<file path="src/rtl/base_ram_ctrl_pkg.sv">
// Shared encodings for the base SRAM controller: FSM states, bus port codes and byte-enable constants.
package base_ram_ctrl_pkg;

    typedef enum logic [2:0] {
        S_IDLE = 3'd0,
        S_RD   = 3'd1,
        S_WSET = 3'd2,
        S_WR   = 3'd3,
        S_DONE = 3'd4
    } state_t;

    typedef enum logic {
        BUS_PORT_IF  = 1'b0,
        BUS_PORT_MEM = 1'b1
    } bus_port_t;

    localparam logic [3:0] BE_N_NONE = 4'hF;
    localparam logic [3:0] BE_N_ALL  = 4'h0;

endpackage

</file>
<file path="src/rtl/base_ram_ctrl.sv">
// CPU-bus responder for the 32-bit asynchronous base SRAM: arbitrates the fetch and data ports,
// sequences multi-cycle read/write strobes, and returns one-cycle acks with captured read data.
module base_ram_ctrl
    import base_ram_ctrl_pkg::*;
#(
    parameter int ADDR_W      = 20,
    parameter int WAIT_CYCLES = 2
) (
    input  logic              clk,
    input  logic              rst_n,

    input  logic              if_ce_i,
    input  logic [31:0]       if_addr_i,
    output logic [31:0]       if_data_o,
    output logic              if_ack_o,

    input  logic              mem_ce_i,
    input  logic              mem_we_i,
    input  logic [31:0]       mem_addr_i,
    input  logic [3:0]        mem_sel_i,
    input  logic [31:0]       mem_data_i,
    output logic [31:0]       mem_data_o,
    output logic              mem_ack_o,

    output logic              stall_o,

    input  logic [31:0]       ram_data_i,
    output logic [31:0]       ram_data_o,
    output logic              ram_data_oe,
    output logic [ADDR_W-1:0] ram_addr_o,
    output logic [3:0]        ram_be_n_o,
    output logic              ram_ce_n_o,
    output logic              ram_oe_n_o,
    output logic              ram_we_n_o
);

    localparam int              CNT_W     = $clog2(WAIT_CYCLES + 1);
    localparam logic [CNT_W-1:0] WAIT_LAST = CNT_W'(WAIT_CYCLES - 1);

    state_t             r_state;
    bus_port_t          r_port;
    logic [CNT_W-1:0]   r_wait;
    logic [ADDR_W-1:0]  r_ram_addr;
    logic [3:0]         r_be_n;
    logic               r_ce_n;
    logic               r_oe_n;
    logic               r_we_n;
    logic               r_data_oe;
    logic [31:0]        r_wdata;
    logic               r_if_ack;
    logic               r_mem_ack;
    logic [31:0]        r_if_data;
    logic [31:0]        r_mem_data;

    // Byte-offset bits and bits above the SRAM window alias away.
    logic w_unused_addr_bits;
    assign w_unused_addr_bits = ^{if_addr_i[31:ADDR_W+2], if_addr_i[1:0],
                                  mem_addr_i[31:ADDR_W+2], mem_addr_i[1:0]};

    always_ff @(posedge clk or negedge rst_n) begin
        if (!rst_n) begin
            r_state    <= S_IDLE;
            r_port     <= BUS_PORT_IF;
            r_wait     <= '0;
            r_ram_addr <= '0;
            r_be_n     <= BE_N_NONE;
            r_ce_n     <= 1'b1;
            r_oe_n     <= 1'b1;
            r_we_n     <= 1'b1;
            r_data_oe  <= 1'b0;
            r_wdata    <= '0;
            r_if_ack   <= 1'b0;
            r_mem_ack  <= 1'b0;
            r_if_data  <= '0;
            r_mem_data <= '0;
        end else begin
            // NOTE: acks default low every cycle so they can only ever be one-cycle pulses out of DONE.
            r_if_ack  <= 1'b0;
            r_mem_ack <= 1'b0;
            case (r_state)
                S_IDLE: begin
                    r_wait <= '0;
                    if (mem_ce_i) begin
                        r_port     <= BUS_PORT_MEM;
                        r_ram_addr <= mem_addr_i[ADDR_W+1:2];
                        r_be_n     <= ~mem_sel_i;
                        r_ce_n     <= 1'b0;
                        if (mem_we_i) begin
                            r_wdata   <= mem_data_i;
                            r_data_oe <= 1'b1;
                            r_state   <= S_WSET;
                        end else begin
                            r_oe_n  <= 1'b0;
                            r_state <= S_RD;
                        end
                    end else if (if_ce_i) begin
                        r_port     <= BUS_PORT_IF;
                        r_ram_addr <= if_addr_i[ADDR_W+1:2];
                        r_be_n     <= BE_N_ALL;
                        r_ce_n     <= 1'b0;
                        r_oe_n     <= 1'b0;
                        r_state    <= S_RD;
                    end
                end
                S_RD: begin
                    if (r_wait == WAIT_LAST) begin
                        if (r_port == BUS_PORT_MEM) begin
                            r_mem_data <= ram_data_i;
                            r_mem_ack  <= 1'b1;
                        end else begin
                            r_if_data <= ram_data_i;
                            r_if_ack  <= 1'b1;
                        end
                        r_ce_n  <= 1'b1;
                        r_oe_n  <= 1'b1;
                        r_wait  <= '0;
                        r_state <= S_DONE;
                    end else begin
                        r_wait <= r_wait + CNT_W'(1);
                    end
                end
                S_WSET: begin
                    r_we_n  <= 1'b0;
                    r_wait  <= '0;
                    r_state <= S_WR;
                end
                S_WR: begin
                    if (r_wait == WAIT_LAST) begin
                        // Data stays driven through DONE to give the SRAM hold time after we_n rises.
                        r_we_n    <= 1'b1;
                        r_ce_n    <= 1'b1;
                        r_mem_ack <= 1'b1;
                        r_wait    <= '0;
                        r_state   <= S_DONE;
                    end else begin
                        r_wait <= r_wait + CNT_W'(1);
                    end
                end
                S_DONE: begin
                    r_data_oe <= 1'b0;
                    r_be_n    <= BE_N_NONE;
                    r_wait    <= '0;
                    r_state   <= S_IDLE;
                end
                default: begin
                    r_state <= S_IDLE;
                end
            endcase
        end
    end

    assign if_data_o   = r_if_data;
    assign if_ack_o    = r_if_ack;
    assign mem_data_o  = r_mem_data;
    assign mem_ack_o   = r_mem_ack;
    assign stall_o     = (if_ce_i & ~r_if_ack) | (mem_ce_i & ~r_mem_ack);
    assign ram_data_o  = r_wdata;
    assign ram_data_oe = r_data_oe;
    assign ram_addr_o  = r_ram_addr;
    assign ram_be_n_o  = r_be_n;
    assign ram_ce_n_o  = r_ce_n;
    assign ram_oe_n_o  = r_oe_n;
    assign ram_we_n_o  = r_we_n;

endmodule

</file>
<file path="config.mk">
export PLATFORM = sky130hd
export DESIGN_NAME = base_ram_ctrl
export DESIGN_NICKNAME = d
export VERILOG_FILES = /design/src/rtl/base_ram_ctrl_pkg.sv /design/src/rtl/base_ram_ctrl.sv
export SDC_FILE = /design/constraint.sdc
export NUM_CORES = 1
export LEC_CHECK = 0
export CAP_MARGIN = 10
export CORE_MARGIN = 1
export CORE_UTILIZATION = 30
export CTS_CLUSTER_SIZE = 12
export DETAILED_ROUTE_END_ITERATION = 10
export GPL_ROUTABILITY_DRIVEN = 0
export GPL_TIMING_DRIVEN = 0
export SLEW_MARGIN = 20
export SYNTH_ARGS = -nofsm -noshare
export SYNTH_HDL_FRONTEND = slang
export SYNTH_SLANG_ARGS = --single-unit
</file>
<file path="constraint.sdc">
create_clock -name clk -period 3.2 [get_ports clk]
set_input_delay 0.64 -clock clk [delete_from_list [all_inputs] [get_ports clk]]
set_output_delay 0.64 -clock clk [all_outputs]
set_load 0.005 [all_outputs]
</file>
* After elaboration in Yosys (flattened, before gate mapping) *
Cells that the tools add are included.

operators by class
  bitwise gates (word level) = 7
  add/subtract/negate cells = 1
  reduce and logical (&&, ||, !) cells = 19
  muxes and demuxes = 31
  equality and inequality tests = 12

operator list
  cell                 count
  $mux 20              2
  $reduce_and 3->1     5
  $mux 1               14
  $reduce_bool 2->1    6
  $pmux 1 s2           5
  $mux 3               3
  $pmux 3 s3           1
  $mux 4               2
  $ne 2x2->1 const B   4
  $pmux 4 s2           1
  $reduce_and 2->1     4
  $eq 3x2->1 const B   2
  $ne 3x3->1 const B   2
  $mux 2               2
  $not 4->4            1
  $pmux 2 s2           1
  $reduce_and 4->1     1
  $eq 3x1->1 const B   1
  $eq 3x3->1 const B   1
  $logic_not 3->1      1
  $not 1->1            3
  $reduce_or 3->1      1
  $add 2x1->2 const B  1
  $and 1x1->1          2
  other kinds (4)      4

storage, ports and cells
  register bits after elaboration = 132
  logic and storage cells = 84
  output and inout port bits = 127

* Logic depth before layout (Yosys ltp) *
  depth in word-level cells = 4
  gate-level depth with buffers = 5
  mapped depth without buffers = 3

* Worst setup path before layout *
Ideal clock, no wire load.

  path kind = input to output
  start = input port mem_ce_i
  end = output port stall_o
  setup slack = 1,149 ps
  arrival = 1,411 ps
  data required time = 2,560 ps
  stages on the path = 4
  path through = buf_2 -> buf_1 -> inv_1 -> o22ai_1

on the way
  longest elaborated chain between the ends = 2

RTL lines
  what         RTL line              RTL
  from (decl)  base_ram_ctrl.sv:17   input logic mem_ce_i,
  $and 1x1->1  base_ram_ctrl.sv:156  assign stall_o = (if_ce_i & ~r_if_ack) | (mem_ce_i & ~r_mem_ack);
  $or 1x1->1   base_ram_ctrl.sv:156
  to (decl)    base_ram_ctrl.sv:25   output logic stall_o,

Every way passes these cells.

* Final worst setup path *
Ends and elaborated chain as after synthesis.

==> flow_summary.toml <==
[yosys]
netlist_top_cells_area = "dfrtp_1 58%, mux2_2 21%, mux2_4 8.3%"
async_reset_ff_share_pct = 100
seq_area_frac_synth_pct = 61.1
yosysWarnings = 0
syn_inst = 330
synth_top_area_share_pct = 57.8
synth_largest_area_cell = "dfrtp_1"
syn_area_per_cell_sq_um = 16.4
synth_edf_count = 0
ys_types = 35
synth_ff_type = "dfrtp_1"
syn_nets = 467
ys_seq_elements = 132
synth_area_sq_um = 5420

[floorplan]
die_h_um = 136
die_x_um = 136
die_area_sq_um = 18600
pin_count = 264
initial_utilization_pct = 31.0
core-area_sq_um = 17500
fp-row-count = 48

[timing]
final-max-slew-violation-count = 0
layout_setup_ws_ns = 0.398
worst_pin_slew_ns = 0.480
fin_skew_ns = 0.00691
slew_headroom_pct = 67.9
layout_min_cycle_time_ns = 2.80
hold_viol_final = 0
rsz0062_at_grt = "no"
fin_crit_sh_pct = 87.6
setup_viol = 0
clock.fmax_mhz = 357

[critical_path]
r2r-end = "ram_data_o[3]"
critPathKind = "primary input to output pin"
r2r_setup_slack_ns = 1.36
crit_fanout = 10
cp.arrival_ns = 2.16
reg2regPathDepth = 4
timing.rr.start = "r_state[1]"
setup.worst_path.start = "mem_ce_i"
required_ns = 2.56
endpoint_kind = "output pin"
cp-endpoint = "stall_o"
cp-start-kind = "primary input"

[pwr]
peakVddDrop_v = 0.000511
cellPowerDensity_nw_per_um2 = 981
total_power_w = 0.00853
p_leak_nw = 3.71

[hold_path]
hp-class = "primary input to asynchronous set/reset pin"

[routing]
wl_met1_um = 5590
dr_wl_met3_um = 1010
drt_pre_antenna_iters = 4
wl_um = 13200
drc = 0
via_count = 3629
first_iter_violations = 43
routedWlPerCell_um = 16.0
topRoutingLayerUsed = "met4"
vias_per_cell = 4.39
ant_nets = 0
dr_wl_met2_um = 6470

[clock_tree]
cts.reportedPaths.clkPinSlew_ns = 0.06
h-tree-depth = 4
clockBufferDepth = 2
postCtsResizedCells = 0
root_buffer = "clkbuf_16"
cts_sinks = 132
cts_tree = "done"
cts_hold_buffers = 0
numCtsBuffers = 17
cts_setup_buffers = 0
clk_latency_ns = 0.41

[finish]
finish.utilization_pct = 49.7
layoutNonFillerInstCount = 826
diodes = 0
multi_input_comb_area_sq_um = 1960
fillers = 1494
drive_gt1_share_pct = 31.6
nNetsFinal = 725
regArea_sq_um = 3310
syn2layout_area_growth_pct = 60.5

[flow_run]
maxCapViolations = 0

[place]
dp_hpwl_um = 9710
dp_cells = 794
port_buffers = 238
place_ws_ns = 0.350

[grt]
overflow = 0
grt_max_degree = 75
grt.total_usage_pct = 14.7
antenna_found_initial = 0
grt_pass1_wl_um = 20500
grt_pass1_vias = 3891

[status]
status = "finished, final reports clean"
-- cells by family after synthesis --
family	share of synthesized area [%]
AOI/OAI and AO/OA	2.75
buffers and inverters	2.73
muxes	30.4
and+or+nand+nor	3.03
DFF	61.1
-- layout make-up --
cell class                 count  share of cell area, %
timing repair buffer         239                   27.8
tap                          225                   3.24
multi-input combinational    179                   22.5
sequential                   132                   38.1
clock inverter                 9                   1.19
inverter                       3                  0.130
buffer                        16                   1.57
clock buffer                  23                   5.50
-- placed cells by master, fill, tap and decap left out, types with 2 or more instances in the layout --
cell             instances
clkinv_2                 4
o22ai_1                  2
nor2b_1                  3
nor3_1                   2
clkbuf_1                 4
nand2b_1                 2
buf_6                    9
mux2_2                 102
inv_1                    3
clkbuf_8                 3
o21bai_1                 4
clkinvlp_4               2
clkdlybuf4s50_1        237
mux2_4                  30
bufinv_16                2
nand2_1                  4
dfstp_2                  7
a21oi_1                  2
clkbuf_16               17
mux2_1                   4
a22o_1                   6
nor2_1                   3
dfrtp_1                125
buf_2                    4
-- worst max-delay path, cell delays in order --
cell	delay (ns)
buf_2	0.20
buf_1	0.41
inv_1	0.21
o22ai_1	0.16
clkdlybuf4s50_1	0.54
-- state kept, by name, indices dropped and copies added (netlist names) --
name         flops
mem_ack_o        1
r_wait           2
if_data_o       32
ram_data_o      32
ram_data_oe      1
ram_we_n_o       1
ram_ce_n_o       1
r_port           1
r_state          3
ram_addr_o      20
ram_be_n_o       4
if_ack_o         1
ram_oe_n_o       1
mem_data_o      32
-- Yosys cell counts, types with 3 or more instances --
cell      number
o21bai_1       4
nor2_1         3
dfrtp_1      125
nand2_1        4
mux2_4        30
nor2b_1        3
buf_6          9
inv_1          3
a22o_1         6
dfstp_2        7
mux2_1         4
buf_2          4
mux2_2       102
-- power by group --
part / internal, W / total, W / leakage, nW / switching [W]
sequential: 0.00256 / 0.00302 / 1.55 / 0.000464
clock: 0.00120 / 0.00190 / 0.283 / 0.000699
combinational: 0.00252 / 0.00361 / 1.87 / 0.00108
-- layer usage --
metal | GRT usage, % | vias up
met5 | 0 | -
met4 | 5.62 | 0
met3 | 5.29 | 13
met2 | 24.1 | 134
met1 | 17.4 | 1789
li1 | - | 1693
-- worst min path at each step --
| stage | cells past startpoint | to |
|---|---|---|
| after floorplan | 0 | if_ack_o |
| after global placement | 1 | ram_data_o[5] |
| after detailed placement | 1 | ram_data_o[5] |
| after CTS | 1 | ram_data_o[5] |
| after global routing | 1 | ram_data_o[5] |
| final | 1 | ram_data_oe |
-- through the flow --
step / setup TNS [ns] / hold slack, ns / instance area, sq um
2_1_floorplan: 0 / 0.344 / 5420
3_3_place_gp: -476.87 / 0.470 / 8080
3_5_place_dp: 0 / 0.480 / 8110
4_1_cts: 0 / 0.153 / 8690
5_1_grt: 0 / 0.160 / 8690
6_report: 0 / 0.155 / 8690
(Power assumes the default switching activity.)
